<file path="config.mk">
export PLATFORM = sky130hd
export DESIGN_NAME = tmds_channel_decoder_flat
export DESIGN_NICKNAME = d
export VERILOG_FILES = /design/src/rtl/tmds_pkg.sv /design/src/rtl/tmds_channel_decoder_if.sv /design/src/rtl/tmds_symbol_decode.sv /design/src/rtl/tmds_channel_decoder.sv /design/src/flat_wrapper.sv
export SDC_FILE = /design/constraint.sdc
export NUM_CORES = 1
export LEC_CHECK = 0
export CAP_MARGIN = 20
export CELL_PAD_IN_SITES_DETAIL_PLACEMENT = 0
export CELL_PAD_IN_SITES_GLOBAL_PLACEMENT = 1
export CORE_UTILIZATION = 42
export CTS_BUF_LIST = sky130_fd_sc_hd__clkbuf_4 sky130_fd_sc_hd__clkbuf_8
export CTS_CLUSTER_SIZE = 12
export DETAILED_ROUTE_END_ITERATION = 10
export PLACE_DENSITY_LB_ADDON = 0.12
export SLEW_MARGIN = 20
export SYNTH_ARGS = -nofsm -noshare
export SYNTH_HDL_FRONTEND = slang
export SYNTH_HIERARCHICAL = 1
export SYNTH_SLANG_ARGS = --single-unit
</file>
<file path="constraint.sdc">
create_clock -name clk_pixel -period 2.7 [get_ports clk_pixel]
set_input_delay 0.54 -clock clk_pixel [delete_from_list [all_inputs] [get_ports clk_pixel]]
set_output_delay 0.54 -clock clk_pixel [all_outputs]
set_load 0.02 [all_outputs]
</file>
<file path="src/rtl/tmds_pkg.sv">
// Shared TMDS symbol constants and the alignment state type for the per-channel decoder.
package tmds_pkg;

   typedef enum logic [1:0] {
      SEARCH    = 2'd0,
      SLIP_WAIT = 2'd1,
      LOCKED    = 2'd2
   } tmds_align_state_t;

   // Control tokens indexed by {c1,c0}, written q[9:0].
   localparam logic [9:0] CTRL_TOKEN [4] = '{
      10'b1101010100, 10'b0010101011, 10'b0101010100, 10'b1010101011
   };

   // TERC4 code words indexed by the nibble they carry, written q[9:0].
   localparam logic [9:0] TERC4_CODE [16] = '{
      10'b1010011100, 10'b1001100011, 10'b1011100100, 10'b1011100010,
      10'b0101110001, 10'b0100011110, 10'b0110001110, 10'b0100111100,
      10'b1011001100, 10'b0100111001, 10'b0110011100, 10'b1011000110,
      10'b1010001110, 10'b1001110001, 10'b0101100011, 10'b1011000011
   };

   // Video guard band symbols (the first one is also TERC4 code 8).
   localparam logic [9:0] GUARD_VIDEO_A = 10'b1011001100;
   localparam logic [9:0] GUARD_VIDEO_B = 10'b0100110011;

endpackage

</file>
<file path="src/rtl/tmds_channel_decoder_if.sv">
// Symbol stream and decode results of one TMDS channel.
// There is no valid/ready handshake: the deserializer presents one symbol every
// clk_pixel cycle and the decoder never back-pressures; bitslip is a single-cycle
// request back to the deserializer to move its word boundary by one bit.
interface tmds_channel_decoder_if;
   import tmds_pkg::*;

   logic [9:0]        tmds_raw;
   logic              bitslip;
   logic              locked;
   logic [3:0]        slip_count;
   logic [7:0]        video_data;
   logic [1:0]        control;
   logic [3:0]        terc4_data;
   logic              is_control;
   logic              is_terc4;
   logic              is_guard;
   tmds_align_state_t align_state;

   // Deserializer / downstream side.
   modport master (
      output tmds_raw,
      input  bitslip, locked, slip_count, video_data, control, terc4_data,
             is_control, is_terc4, is_guard, align_state
   );

   // Decoder side.
   modport slave (
      input  tmds_raw,
      output bitslip, locked, slip_count, video_data, control, terc4_data,
             is_control, is_terc4, is_guard, align_state
   );
endinterface

</file>
<file path="src/rtl/tmds_symbol_decode.sv">
// Purely combinational classification and decode of one 10-bit TMDS symbol.
module tmds_symbol_decode
   import tmds_pkg::*;
(
   input  logic [9:0] sym,
   output logic [7:0] video_data,
   output logic [1:0] control,
   output logic [3:0] terc4_data,
   output logic       is_control,
   output logic       is_terc4,
   output logic       is_guard
);

   logic [7:0] d;

   // Undo the optional inversion, then the XOR/XNOR transition chain.
   always_comb begin
      d = sym[9] ? ~sym[7:0] : sym[7:0];
      video_data    = '0;
      video_data[0] = d[0];
      for (int i = 1; i < 8; i++) begin
         video_data[i] = sym[8] ? (d[i] ^ d[i-1]) : ~(d[i] ^ d[i-1]);
      end
   end

   // Table lookups; the fields stay zero unless their flag is set.
   always_comb begin
      is_control = 1'b0;
      control    = 2'b00;
      is_terc4   = 1'b0;
      terc4_data = 4'h0;
      for (int i = 0; i < 4; i++) begin
         if (sym == CTRL_TOKEN[i]) begin
            is_control = 1'b1;
            control    = 2'(i);
         end
      end
      for (int i = 0; i < 16; i++) begin
         if (sym == TERC4_CODE[i]) begin
            is_terc4   = 1'b1;
            terc4_data = 4'(i);
         end
      end
      is_guard = (sym == GUARD_VIDEO_A) || (sym == GUARD_VIDEO_B);
   end

endmodule

</file>
<file path="src/rtl/tmds_channel_decoder.sv">
// One TMDS channel: registered symbol decode plus control-token based word alignment
// that drives bitslip requests into the deserializer until control runs appear.
module tmds_channel_decoder
   import tmds_pkg::*;
#(
   parameter int CTRL_RUN      = 8,
   parameter int SEARCH_CYCLES = 2048,
   parameter int SLIP_SETTLE   = 4
) (
   input  logic                  clk_pixel,
   input  logic                  reset,
   tmds_channel_decoder_if.slave tmds
);

   localparam int RUN_W = $clog2(CTRL_RUN + 1);
   localparam int WIN_W = $clog2(SEARCH_CYCLES + 1);
   localparam int SET_W = $clog2(SLIP_SETTLE + 1);

   logic [7:0]        dec_video;
   logic [1:0]        dec_control;
   logic [3:0]        dec_terc4;
   logic              dec_is_control;
   logic              dec_is_terc4;
   logic              dec_is_guard;

   tmds_align_state_t state;
   tmds_align_state_t state_nxt;
   logic              slip_nxt;
   logic              qualify;
   logic              timeout;
   logic [RUN_W-1:0]  run_cnt;
   logic [WIN_W-1:0]  win_cnt;
   logic [SET_W-1:0]  settle_cnt;

   tmds_symbol_decode u_decode (
      .sym        (tmds.tmds_raw),
      .video_data (dec_video),
      .control    (dec_control),
      .terc4_data (dec_terc4),
      .is_control (dec_is_control),
      .is_terc4   (dec_is_terc4),
      .is_guard   (dec_is_guard)
   );

   // A run qualifies exactly once, on the token that brings run_cnt up to CTRL_RUN.
   assign qualify = (state != SLIP_WAIT) && dec_is_control && (run_cnt == RUN_W'(CTRL_RUN - 1));
   assign timeout = (win_cnt == WIN_W'(SEARCH_CYCLES - 1));

   assign tmds.locked      = (state == LOCKED);
   assign tmds.align_state = state;

   // Decoded fields: the only register between tmds_raw and the outputs (latency 1).
   always_ff @(posedge clk_pixel) begin
      if (reset) begin
         tmds.video_data <= '0;
         tmds.control    <= '0;
         tmds.terc4_data <= '0;
         tmds.is_control <= 1'b0;
         tmds.is_terc4   <= 1'b0;
         tmds.is_guard   <= 1'b0;
      end else begin
         tmds.video_data <= dec_video;
         tmds.control    <= dec_control;
         tmds.terc4_data <= dec_terc4;
         tmds.is_control <= dec_is_control;
         tmds.is_terc4   <= dec_is_terc4;
         tmds.is_guard   <= dec_is_guard;
      end
   end

   // Alignment next-state: a qualifying run always beats a coincident timeout.
   always_comb begin
      state_nxt = state;
      slip_nxt  = 1'b0;
      case (state)
         SEARCH: begin
            if (qualify) begin
               state_nxt = LOCKED;
            end else if (timeout) begin
               state_nxt = SLIP_WAIT;
               slip_nxt  = 1'b1;
            end
         end
         SLIP_WAIT: begin
            if (settle_cnt == SET_W'(SLIP_SETTLE - 1)) state_nxt = SEARCH;
         end
         LOCKED: begin
            if (!qualify && timeout) state_nxt = SEARCH;
         end
         default: state_nxt = SEARCH;
      endcase
   end

   // State register, bitslip pulse and the decimal-wrapping slip counter.
   always_ff @(posedge clk_pixel) begin
      if (reset) begin
         state           <= SEARCH;
         tmds.bitslip    <= 1'b0;
         tmds.slip_count <= 4'd0;
      end else begin
         state        <= state_nxt;
         tmds.bitslip <= slip_nxt;
         if (state == SEARCH && qualify) begin
            tmds.slip_count <= 4'd0;
         end else if (slip_nxt) begin
            tmds.slip_count <= (tmds.slip_count == 4'd9) ? 4'd0 : tmds.slip_count + 4'd1;
         end
      end
   end

   // Run, window and settle counters; symbols seen while settling are ignored.
   always_ff @(posedge clk_pixel) begin
      if (reset) begin
         run_cnt    <= '0;
         win_cnt    <= '0;
         settle_cnt <= '0;
      end else begin
         if (state == SLIP_WAIT || state_nxt == SLIP_WAIT) begin
            run_cnt <= '0;
         end else if (dec_is_control) begin
            if (run_cnt != RUN_W'(CTRL_RUN)) run_cnt <= run_cnt + RUN_W'(1);
         end else begin
            run_cnt <= '0;
         end

         if (state == SLIP_WAIT || state_nxt != state || qualify) win_cnt <= '0;
         else                                                     win_cnt <= win_cnt + WIN_W'(1);

         if (state == SLIP_WAIT) settle_cnt <= settle_cnt + SET_W'(1);
         else                    settle_cnt <= '0;
      end
   end

endmodule

</file>
<file path="src/flat_wrapper.sv">
// flat-port wrapper written by rule: the top's interface ports become plain ports
module tmds_channel_decoder_flat import tmds_pkg::*;
#(
   parameter int CTRL_RUN      = 8,
   parameter int SEARCH_CYCLES = 2048,
   parameter int SLIP_SETTLE   = 4
)
  (clk_pixel, reset, tmds_tmds_raw, tmds_bitslip, tmds_locked, tmds_slip_count, tmds_video_data, tmds_control, tmds_terc4_data, tmds_is_control, tmds_is_terc4, tmds_is_guard, tmds_align_state);
  tmds_channel_decoder_if tmds_i ();
  input  logic clk_pixel;
  input  logic reset;
  input wire logic [$bits(tmds_i.tmds_raw)-1:0] tmds_tmds_raw;
  output wire logic [$bits(tmds_i.bitslip)-1:0] tmds_bitslip;
  output wire logic [$bits(tmds_i.locked)-1:0] tmds_locked;
  output wire logic [$bits(tmds_i.slip_count)-1:0] tmds_slip_count;
  output wire logic [$bits(tmds_i.video_data)-1:0] tmds_video_data;
  output wire logic [$bits(tmds_i.control)-1:0] tmds_control;
  output wire logic [$bits(tmds_i.terc4_data)-1:0] tmds_terc4_data;
  output wire logic [$bits(tmds_i.is_control)-1:0] tmds_is_control;
  output wire logic [$bits(tmds_i.is_terc4)-1:0] tmds_is_terc4;
  output wire logic [$bits(tmds_i.is_guard)-1:0] tmds_is_guard;
  output wire logic [$bits(tmds_i.align_state)-1:0] tmds_align_state;
  assign tmds_i.tmds_raw = tmds_tmds_raw;
  assign tmds_bitslip = tmds_i.bitslip;
  assign tmds_locked = tmds_i.locked;
  assign tmds_slip_count = tmds_i.slip_count;
  assign tmds_video_data = tmds_i.video_data;
  assign tmds_control = tmds_i.control;
  assign tmds_terc4_data = tmds_i.terc4_data;
  assign tmds_is_control = tmds_i.is_control;
  assign tmds_is_terc4 = tmds_i.is_terc4;
  assign tmds_is_guard = tmds_i.is_guard;
  assign tmds_align_state = tmds_i.align_state;
  tmds_channel_decoder #(.CTRL_RUN(CTRL_RUN), .SEARCH_CYCLES(SEARCH_CYCLES), .SLIP_SETTLE(SLIP_SETTLE)) u_core (.clk_pixel(clk_pixel), .reset(reset), .tmds(tmds_i));
endmodule
</file>
==> flow_metrics.tcl, run 1 <==
set metrics [dict create \
    status "finished, final reports clean" \
    finalCritPeriodShare 0.862 \
    vdd_drop_max_mv 0.198 \
    rows 26 \
    wl_um 4530 \
    setup_slack_ps 372 \
    fin_util 0.562 \
    groute.usage.overall 0.174 \
    die_area_mm2 0.00571 \
    first_global_vias 1718 \
    timing.rr.start "u_core/win_cnt[0]$_SDFF_PP0_" \
    dp_slack_ps 66.5 \
    vias_per_cell 5.06 \
    syn_to_final_growth_pct 27.8 \
    drv_cap 0 \
    gr-total-overflow 0 \
    arrival_ps 2540 \
    gp_congestion 0.918 \
    cts_inserted_buffers 5 \
    n_fill_cell 493 \
    vias 1901 \
    ant_nets 0 \
    clockBufferDepth 2 \
    initial_utilization 0.440 \
    fin_crit_ps 2330 \
    drt-wirelength-per-cell_um 12.1 \
    p_total_mw 1.23 \
    holdWs_ps 423 \
    worst_clock_skew_ps 3.72 \
    cp-startpoint "tmds_tmds_raw[2]" \
    crit_path_end "u_core/tmds.slip_count[3]$_SDFFE_PP0P_" \
    die_w_um 75.6 \
    synth_nets 273 \
    ctsResizeCount 0 \
    async_flop_share 0 \
    setup_tns_ps 0 \
    syn_avg_cell_area_um2 9.03 \
    hold_viol_final 0 \
    core_area_mm2 0.00517 \
    synth.top_cell.area_share 0.378 \
    synth_largest_area_cell "dfxtp_1" \
    fmax_mhz 430 \
    synth_seq_area_share 0.378 \
    layout-drive-gt1-share 0.127 \
    synth_cells 252 \
    holdBufCountCts 0 \
    cts_root_buffer "clkbuf_8" \
    clkTransAtPathRegs_ps 70 \
    r2r_end "u_core/tmds.slip_count[3]$_SDFFE_PP0P_" \
    hold_path.class "register to register" \
    start_kind "primary input" \
    synth.most_common_cell "dfxtp_1" \
    critPathMaxFanout 5 \
    max_slew_margin 0.636 \
    portBuffers 36 \
    grt_pass1_wl_um 7530 \
    r2r.worst_path.cells 5 \
    p_per_area_mw_per_mm2 423 \
    cts_tree "yes" \
    dp_hpwl_um 3520 \
    drv_slew 0 \
    synth_area_mm2 0.00227 \
    critPathKind "primary input to register" \
    antenna_cells_inserted 0 \
    synth_edf_count 0 \
    chipHeight_um 75.6 \
    rsz0062_at_grt "no" \
    nNetsFinal 327 \
    worst_pin_slew_ps 545 \
    yosys_warnings 6 \
    synth_area_leaders "dfxtp_1 38%, nor2b_1 6.3%, xnor2_1 5.0%" \
    drt_first_pass_iters 4 \
    yosysUniqueCellTypes 55 \
    power.leakage_nw 1.15 \
    drtIter0Drc 49 \
    ys.flop_type "dfxtp_1" \
    grt_max_degree 22 \
    antenna_found_initial 0 \
    cts_sinks 43 \
    ys_seq_elements 43 \
    synth_common_cells "43 x dfxtp_1, 26 x nor2_1, 23 x nor2b_1" \
    post-route-drc-count 0 \
    worstSkewPairLatency_ps 280 \
    reg2reg_slack_ps 520 \
    post_cts_buffers 0 \
    ctsHtreeMaxLevel 2 \
    end_kind "register" \
    cp.required_ps 2910 \
    ios 37 \
    setup_viol_count_final 0 \
]
## metal layers
layer,GRT usage,part of all wire
met3,0.0370,0.031
met1,0.210,0.48
met5,0,0
met2,0.294,0.47
met4,0.0844,0.024
## per-stage QoR
stage	std cells	instance area (um^2)
after floorplan	252	2270
after CTS	376	2910
after global placement	369	2820
after detailed placement	369	2820
after global routing	376	2910
final	376	2910
## where the power goes
group	total [mW]	switching (mW)	internal [mW]
combinational	0.175	0.0842	0.0910
sequential	0.658	0.00743	0.651
clock	0.397	0.197	0.201
## state kept, by name, summed over array words and instances (netlist names)
register                 flops
u_core/run_cnt               4
u_core/settle_cnt            3
u_core/tmds.align_state      2
u_core/tmds.bitslip          1
u_core/tmds.control          2
u_core/tmds.is_control       1
u_core/tmds.is_guard         1
u_core/tmds.is_terc4         1
u_core/tmds.slip_count       4
u_core/tmds.terc4_data       4
u_core/tmds.video_data       8
u_core/win_cnt              12
## worst max-delay path: stages
cell and delay (ps):
clkdlybuf4s50_1 470, inv_1 60, ha_1 200, nand2_1 70
nor2_1 40, nand3b_1 90, nand2_1 90, nand4b_1 160
nand3_1 160, or4_1 490, a31oi_1 160
## kinds of logic (layout without fill, tap and decap cells)
logic type,count (synthesis),count (layout),synth area share
XOR/XNOR,23,23,0.0886
flip-flops,43,43,0.378
multiplexers,4,4,0.0187
AO/OA/AOI/OAI,35,35,0.108
adder cells (fa/ha/maj),9,9,0.0495
AND/OR/NAND/NOR,116,116,0.310
buffers and inverters,22,76,0.0462
## cell type report
cell class,count,area [um^2],share of cell area
multi-input combinational,187,1310,0.450
sequential,43,861,0.296
timing repair buffer,57,518,0.178
tap,70,87.6,0.0301
clock buffer,6,82.6,0.0284
inverter,12,45.0,0.0155
clock inverter,1,5.00,0.00172
## how the worst min path moves through the flow
stage / startpoint / end / slack, ps / cells after the start
floorplan: u_core/settle_cnt[0]$_SDFF_PP0_ / u_core/settle_cnt[0]$_SDFF_PP0_ / 400 / 1
global placement: u_core/settle_cnt[0]$_SDFF_PP0_ / u_core/settle_cnt[0]$_SDFF_PP0_ / 410 / 1
detailed placement: u_core/settle_cnt[0]$_SDFF_PP0_ / u_core/settle_cnt[0]$_SDFF_PP0_ / 420 / 1
CTS: u_core/settle_cnt[0]$_SDFF_PP0_ / u_core/settle_cnt[0]$_SDFF_PP0_ / 430 / 1
global route: u_core/settle_cnt[0]$_SDFF_PP0_ / u_core/settle_cnt[0]$_SDFF_PP0_ / 470 / 1
finish: u_core/settle_cnt[0]$_SDFF_PP0_ / u_core/settle_cnt[0]$_SDFF_PP0_ / 420 / 1
## placed cells by master, fill, tap and decap left out, types with 6 or more instances in the layout
cell,netlist,final
nor2_1,26,26
nand4_1,9,9
xor2_1,10,10
clkbuf_8,0,6
inv_1,12,12
nor2b_1,23,23
nand3_1,8,8
clkdlybuf4s50_1,0,36
a21oi_1,7,7
xnor2_1,13,13
buf_4,1,21
nand2_1,14,14
ha_1,9,9
dfxtp_1,43,43
(Power assumes the default switching activity.)
==> run 2: changes to the inputs <==
--- a/config.mk
+++ b/config.mk
@@ -16,5 +16,4 @@
 export SLEW_MARGIN = 20
 export SYNTH_ARGS = -nofsm -noshare
 export SYNTH_HDL_FRONTEND = slang
-export SYNTH_HIERARCHICAL = 1
 export SYNTH_SLANG_ARGS = --single-unit
==> run 2 against run 1 <==
Net effect: worst hold slack improved by 10 ps; sequential power hardly changed; count of clock-buffer cells in the layout grew 1; wire length increased by 3.2%; die area up 0.17%; clock skew fell by 0.75 ps; total power shrank 0.69%; non-clock buffer count fell by 4; largest power group unchanged; first-iteration DRC count grew 31%; sequential share of layout area shrank 0.14 points; utilization is 0.27 points higher; critical path depth decreased by 3.
==> flow_metrics.tcl, run 2 <==
set metrics [dict create \
    cts_root_buffer "clkbuf_8" \
    ys.flop_type "dfxtp_1" \
    rows 26 \
    hold_path.class "register to register" \
    r2r_end "u_core.tmds.slip_count[3]$_SDFFE_PP0P_" \
    synth_edf_count 0 \
    setup_tns_ps 0 \
    worstSkewPairLatency_ps 290 \
    cp.required_ps 2920 \
    reg2reg_slack_ps 740 \
    r2r.worst_path.cells 6 \
    synth_area_leaders "dfxtp_1 38%, ha_1 12%, nor2_1 7.1%" \
    synth_seq_area_share 0.378 \
    end_kind "register" \
    wl_um 4680 \
    rsz0062_at_grt "no" \
    finalCritPeriodShare 0.882 \
    ios 37 \
    yosysUniqueCellTypes 47 \
    portBuffers 36 \
    worst_clock_skew_ps 2.98 \
    synth_cells 257 \
    drt_first_pass_iters 4 \
    core_area_mm2 0.00517 \
    cp_cell_sequence "clkdlybuf4s50_1 > inv_1 > ha_1 > and4_1 > a22oi_4 > o21ai_2 > or4b_1 > a21boi_1" \
    clkTransAtPathRegs_ps 70 \
    setup_viol_count_final 0 \
    syn_avg_cell_area_um2 8.87 \
    synth_common_cells "43 x dfxtp_1, 43 x nor2_1, 21 x ha_1" \
    path_delay_family "simple AND/OR/NAND/NOR gates" \
    top_register "u_core.win_cnt" \
    yosys_warnings 0 \
    holdBufCountCts 0 \
    dp_slack_ps 24.4 \
    largest_reg_flops 12 \
    critPathMaxFanout 5 \
    vias_per_cell 5.05 \
    synth.top_cell.area_share 0.378 \
    gr-total-overflow 0 \
    chipHeight_um 75.7 \
    gp_congestion 0.818 \
    drv_cap 0 \
    post-route-drc-count 0 \
    vdd_drop_max_mv 0.333 \
    die_w_um 75.7 \
    synth_nets 290 \
    clockBufferDepth 2 \
    whs_endpoint "u_core.settle_cnt[0]$_SDFF_PP0_" \
    ys_seq_elements 43 \
    first_global_vias 1727 \
    vias 1935 \
    cp.buffers_inverters 2 \
    ant_nets 0 \
    layout-drive-gt1-share 0.102 \
    grt_pass1_wl_um 7540 \
    p_per_area_mw_per_mm2 418 \
    post_cts_buffers 0 \
    dp_hpwl_um 3630 \
    start_kind "primary input" \
    grt_max_degree 21 \
    ctsHtreeMaxLevel 2 \
    antenna_found_initial 0 \
    reg_top3 "u_core.win_cnt x12, u_core.tmds.video_data x8" \
    cts_tree "yes" \
    fin_crit_ps 2380 \
    fmax_mhz 420 \
    drt-wirelength-per-cell_um 12.2 \
    die_area_mm2 0.00572 \
    power.leakage_nw 1.16 \
    critPathKind "primary input to register" \
    setup_slack_ps 319 \
    cts_inserted_buffers 5 \
    timing.rr.start "u_core.win_cnt[0]$_SDFF_PP0_" \
    async_flop_share 0 \
    synth_largest_area_cell "dfxtp_1" \
    synth_area_mm2 0.00228 \
    final_cell_mix "43 x nor2_1, 43 x dfxtp_1, 36 x clkdlybuf4s50_1" \
    status "finished, final reports clean" \
    arrival_ps 2610 \
    max_slew_margin 0.666 \
    syn_to_final_growth_pct 28.2 \
    drtIter0Drc 64 \
    ctsResizeCount 0 \
    worst_pin_slew_ps 497 \
    cts_sinks 43 \
    crit_slowest_cell "clkdlybuf4s50_1" \
    nNetsFinal 345 \
    hold_viol_final 0 \
    worstHoldStart "u_core.settle_cnt[0]$_SDFF_PP0_" \
    hold_depth 1 \
    critPathMaxStageDelay_ps 550 \
    antenna_cells_inserted 0 \
    initial_utilization 0.440 \
    drv_slew 0 \
    groute.usage.overall 0.177 \
]
run 2: cell types whose count changed in the layout (fill, tap and decap cells not counted), moves of 3 or more:
cell	change
ha_1	+12
nor2_1	+17
or4_1	-3
buf_4	-4
nor2b_1	-17
a21o_1	-4
and4bb_2	-3
a21boi_1	+3
and3_1	+3
run 2: kinds of logic (layout without fill, tap and decap cells):
family,after synthesis,count (layout),synth area share
xor+xnor,25,25,0.0961
simple gates,113,113,0.262
mux,1,1,0.00494
compound gates,35,35,0.111
flops,43,43,0.378
fa+ha+maj,21,21,0.115
buf+inv,19,75,0.0324
run 2: per-layer routing:
layer	track usage	part of all wire	vias up
met4	0.0926	0.024	0
met1	0.205	0.45	880
li1	-	-	1000
met5	0	0	-
met2	0.303	0.49	46
met3	0.0410	0.040	9
run 2: layout make-up:
type,instances,area [um^2]
tap,70,87.6
sequential,43,861
inverter,14,52.6
timing repair buffer,53,488
clock buffer,7,83.8
fill,475,2250
clock inverter,1,5.00
multi-input combinational,195,1340
run 2: metrics by stage:
| stage | cells | total power, mW | utilization | area (um^2) | hold WS [ps] |
|---|---|---|---|---|---|
| floorplan | 257 | 0.759 | - | 2280 | 398 |
| global placement | 375 | 0.839 | 0.548 | 2830 | 415 |
| detailed placement | 375 | 0.839 | 0.548 | 2830 | 421 |
| CTS | 383 | 1.25 | 0.565 | 2920 | 436 |
| global route | 383 | 1.29 | 0.565 | 2920 | 459 |
| finish | 383 | 1.22 | 0.565 | 2920 | 434 |
run 2: report_power, final:
| part | switching, mW | total (mW) | internal [mW] |
|---|---|---|---|
| sequential | 0.00678 | 0.657 | 0.651 |
| clock | 0.197 | 0.399 | 0.201 |
| combinational | 0.0854 | 0.166 | 0.0805 |
| total | 0.290 | 1.22 | 0.933 |
run 2: worst max path at each step:
stage	startpoint	to	slack (ps)	cells after the start
2_1_floorplan	tmds_tmds_raw[4]	u_core.tmds.slip_count[3]$_SDFFE_PP0P_	630	7
3_3_place_gp	tmds_tmds_raw[0]	u_core.tmds.slip_count[3]$_SDFFE_PP0P_	90	8
3_5_place_dp	tmds_tmds_raw[1]	u_core.tmds.slip_count[3]$_SDFFE_PP0P_	20	8
4_1_cts	tmds_tmds_raw[1]	u_core.tmds.slip_count[3]$_SDFFE_PP0P_	330	8
5_1_grt	tmds_tmds_raw[0]	u_core.tmds.slip_count[3]$_SDFFE_PP0P_	170	8
6_report	tmds_tmds_raw[1]	u_core.tmds.slip_count[3]$_SDFFE_PP0P_	320	8
==> run 3: changes to the inputs <==
--- a/config.mk
+++ b/config.mk
@@ -6,12 +6,13 @@
 export NUM_CORES = 1
 export LEC_CHECK = 0
 export CAP_MARGIN = 20
-export CELL_PAD_IN_SITES_DETAIL_PLACEMENT = 0
-export CELL_PAD_IN_SITES_GLOBAL_PLACEMENT = 1
-export CORE_UTILIZATION = 42
+export CELL_PAD_IN_SITES_DETAIL_PLACEMENT = 1
+export CELL_PAD_IN_SITES_GLOBAL_PLACEMENT = 2
+export CORE_UTILIZATION = 33
 export CTS_BUF_LIST = sky130_fd_sc_hd__clkbuf_4 sky130_fd_sc_hd__clkbuf_8
 export CTS_CLUSTER_SIZE = 12
 export DETAILED_ROUTE_END_ITERATION = 10
+export GPL_ROUTABILITY_DRIVEN = 0
 export PLACE_DENSITY_LB_ADDON = 0.12
 export SLEW_MARGIN = 20
 export SYNTH_ARGS = -nofsm -noshare
==> run 3 against run 2 <==
Net effect: critical endpoint unchanged; global-route usage decreased by 1.2 points; worst hold slack got worse by 1.5 ps; utilization decreased by 11 points; clock power increased by 3%; via count increased by 1.4%; clock skew increased by 2.2 ps; first-iteration DRC count decreased by 64%; wire length increased by 16%.
==> flow_metrics.tcl, run 3 (same netlist as run 2, synthesis figures left out) <==
set metrics [dict create \
    ant_nets 0 \
    drt_first_pass_iters 4 \
    ctsHtreeMaxLevel 2 \
    grt_max_degree 15 \
    first_global_vias 2038 \
    cts_root_buffer "clkbuf_8" \
    dp_slack_ps 16.8 \
    vdd_drop_max_mv 0.245 \
    chipHeight_um 85.1 \
    wl_um 5440 \
    n_fill_cell 756 \
    setup_slack_ps 334 \
    die_w_um 85.1 \
    start_kind "primary input" \
    gr-total-overflow 0 \
    die_area_mm2 0.00724 \
    initial_utilization 0.351 \
    fmax_mhz 423 \
    setup_viol_count_final 0 \
    cp.required_ps 2930 \
    reg2reg_slack_ps 750 \
    cts_tree "yes" \
    vias 1963 \
    final_cell_mix "43 x nor2_1, 43 x dfxtp_1, 36 x clkdlybuf4s50_1" \
    finalCritPeriodShare 0.876 \
    groute.usage.overall 0.165 \
    rows 29 \
    arrival_ps 2600 \
    nNetsFinal 348 \
    drt-wirelength-per-cell_um 13.8 \
    r2r.worst_path.cells 6 \
    hold_path.class "register to register" \
    ios 37 \
    antenna_found_initial 0 \
    timing.rr.start "u_core.win_cnt[0]$_SDFF_PP0_" \
    power.leakage_nw 1.17 \
    hold_depth 1 \
    drtIter0Drc 23 \
    reg_top3 "u_core.win_cnt x12, u_core.tmds.video_data x8" \
    holdBufCountCts 0 \
    vias_per_cell 4.99 \
    r2r_end "u_core.tmds.slip_count[3]$_SDFFE_PP0P_" \
    cts_inserted_buffers 5 \
    cts_sinks 43 \
    clkTransAtPathRegs_ps 90 \
    status "finished, final reports clean" \
    syn_to_final_growth_pct 29.6 \
    largest_reg_flops 12 \
    post_cts_buffers 0 \
    critPathMaxFanout 5 \
    post-route-drc-count 0 \
    rsz0062_at_grt "no" \
    worstSkewPairLatency_ps 300 \
    portBuffers 36 \
    worst_clock_skew_ps 5.23 \
    end_kind "register" \
    ctsResizeCount 0 \
    fin_crit_ps 2370 \
    hold_viol_final 0 \
    top_register "u_core.win_cnt" \
    drv_cap 0 \
    setup_tns_ps 0 \
    max_slew_margin 0.681 \
    layout-drive-gt1-share 0.111 \
    antenna_cells_inserted 0 \
    p_per_area_mw_per_mm2 420 \
    worstHoldStart "u_core.settle_cnt[0]$_SDFF_PP0_" \
    clockBufferDepth 2 \
    drv_slew 0 \
    worst_pin_slew_ps 475 \
    critPathKind "primary input to register" \
    dp_hpwl_um 4340 \
    grt_pass1_wl_um 9520 \
    core_area_mm2 0.00649 \
    whs_endpoint "u_core.settle_cnt[0]$_SDFF_PP0_" \
]
-- run 3: cell types whose count changed in the layout (fill, tap and decap cells not counted), sizes merged --
cell	previous run	this run
clkbuf	7	5
clkinvlp	0	2
buf	17	20
-- run 3: how the worst max path moves through the flow --
stage                                start                                     end  depth (start not counted)
final                     tmds_tmds_raw[0]  u_core.tmds.slip_count[3]$_SDFFE_PP0P_                          8
after global routing      tmds_tmds_raw[0]  u_core.tmds.slip_count[3]$_SDFFE_PP0P_                          8
after CTS                 tmds_tmds_raw[1]  u_core.tmds.slip_count[3]$_SDFFE_PP0P_                          8
after detailed placement  tmds_tmds_raw[1]            u_core.win_cnt[5]$_SDFF_PP0_                          9
after global placement    tmds_tmds_raw[1]  u_core.tmds.slip_count[3]$_SDFFE_PP0P_                          8
after floorplan           tmds_tmds_raw[4]  u_core.tmds.slip_count[3]$_SDFFE_PP0P_                          7
-- run 3: layout make-up --
| type | count | area [um^2] | area share |
|---|---|---|---|
| timing repair buffer | 56 | 510 | 0.173 |
| clock inverter | 3 | 20.0 | 0.00678 |
| inverter | 14 | 52.6 | 0.0178 |
| tap | 77 | 96.3 | 0.0326 |
| clock buffer | 5 | 68.8 | 0.0233 |
| multi-input combinational | 195 | 1340 | 0.455 |
| sequential | 43 | 861 | 0.292 |
-- run 3: report_power, final --
group          total, mW  internal [mW]  switching, mW
registers          0.657          0.650        0.00694
clock network      0.411          0.180          0.231
logic              0.172         0.0836         0.0888
total               1.24          0.914          0.327
-- run 3: metrics by stage --
step	cells	power, mW	hold slack [ps]	utilization	cell area (um^2)
after global routing	393	1.30	459	0.455	2950
final	393	1.24	432	0.455	2950
after floorplan	257	0.759	398	-	2280
after CTS	393	1.26	440	0.455	2950
after detailed placement	385	0.846	428	0.441	2860
after global placement	385	0.846	419	0.441	2860
-- run 3: worst max-delay path: stages --
cell             delay [ps]
clkdlybuf4s50_1         550
inv_1                    90
ha_1                    240
and4_1                  190
a22oi_4                 200
o21ai_2                 130
or4b_1                  510
a21boi_1                150
-- run 3: layer usage --
layer	track usage	vias to the layer above	part of all wire
met5	0	-	0
met4	0.0478	0	0.014
met3	0.0370	7	0.032
met2	0.292	30	0.49
met1	0.200	924	0.47
li1	-	1002	-
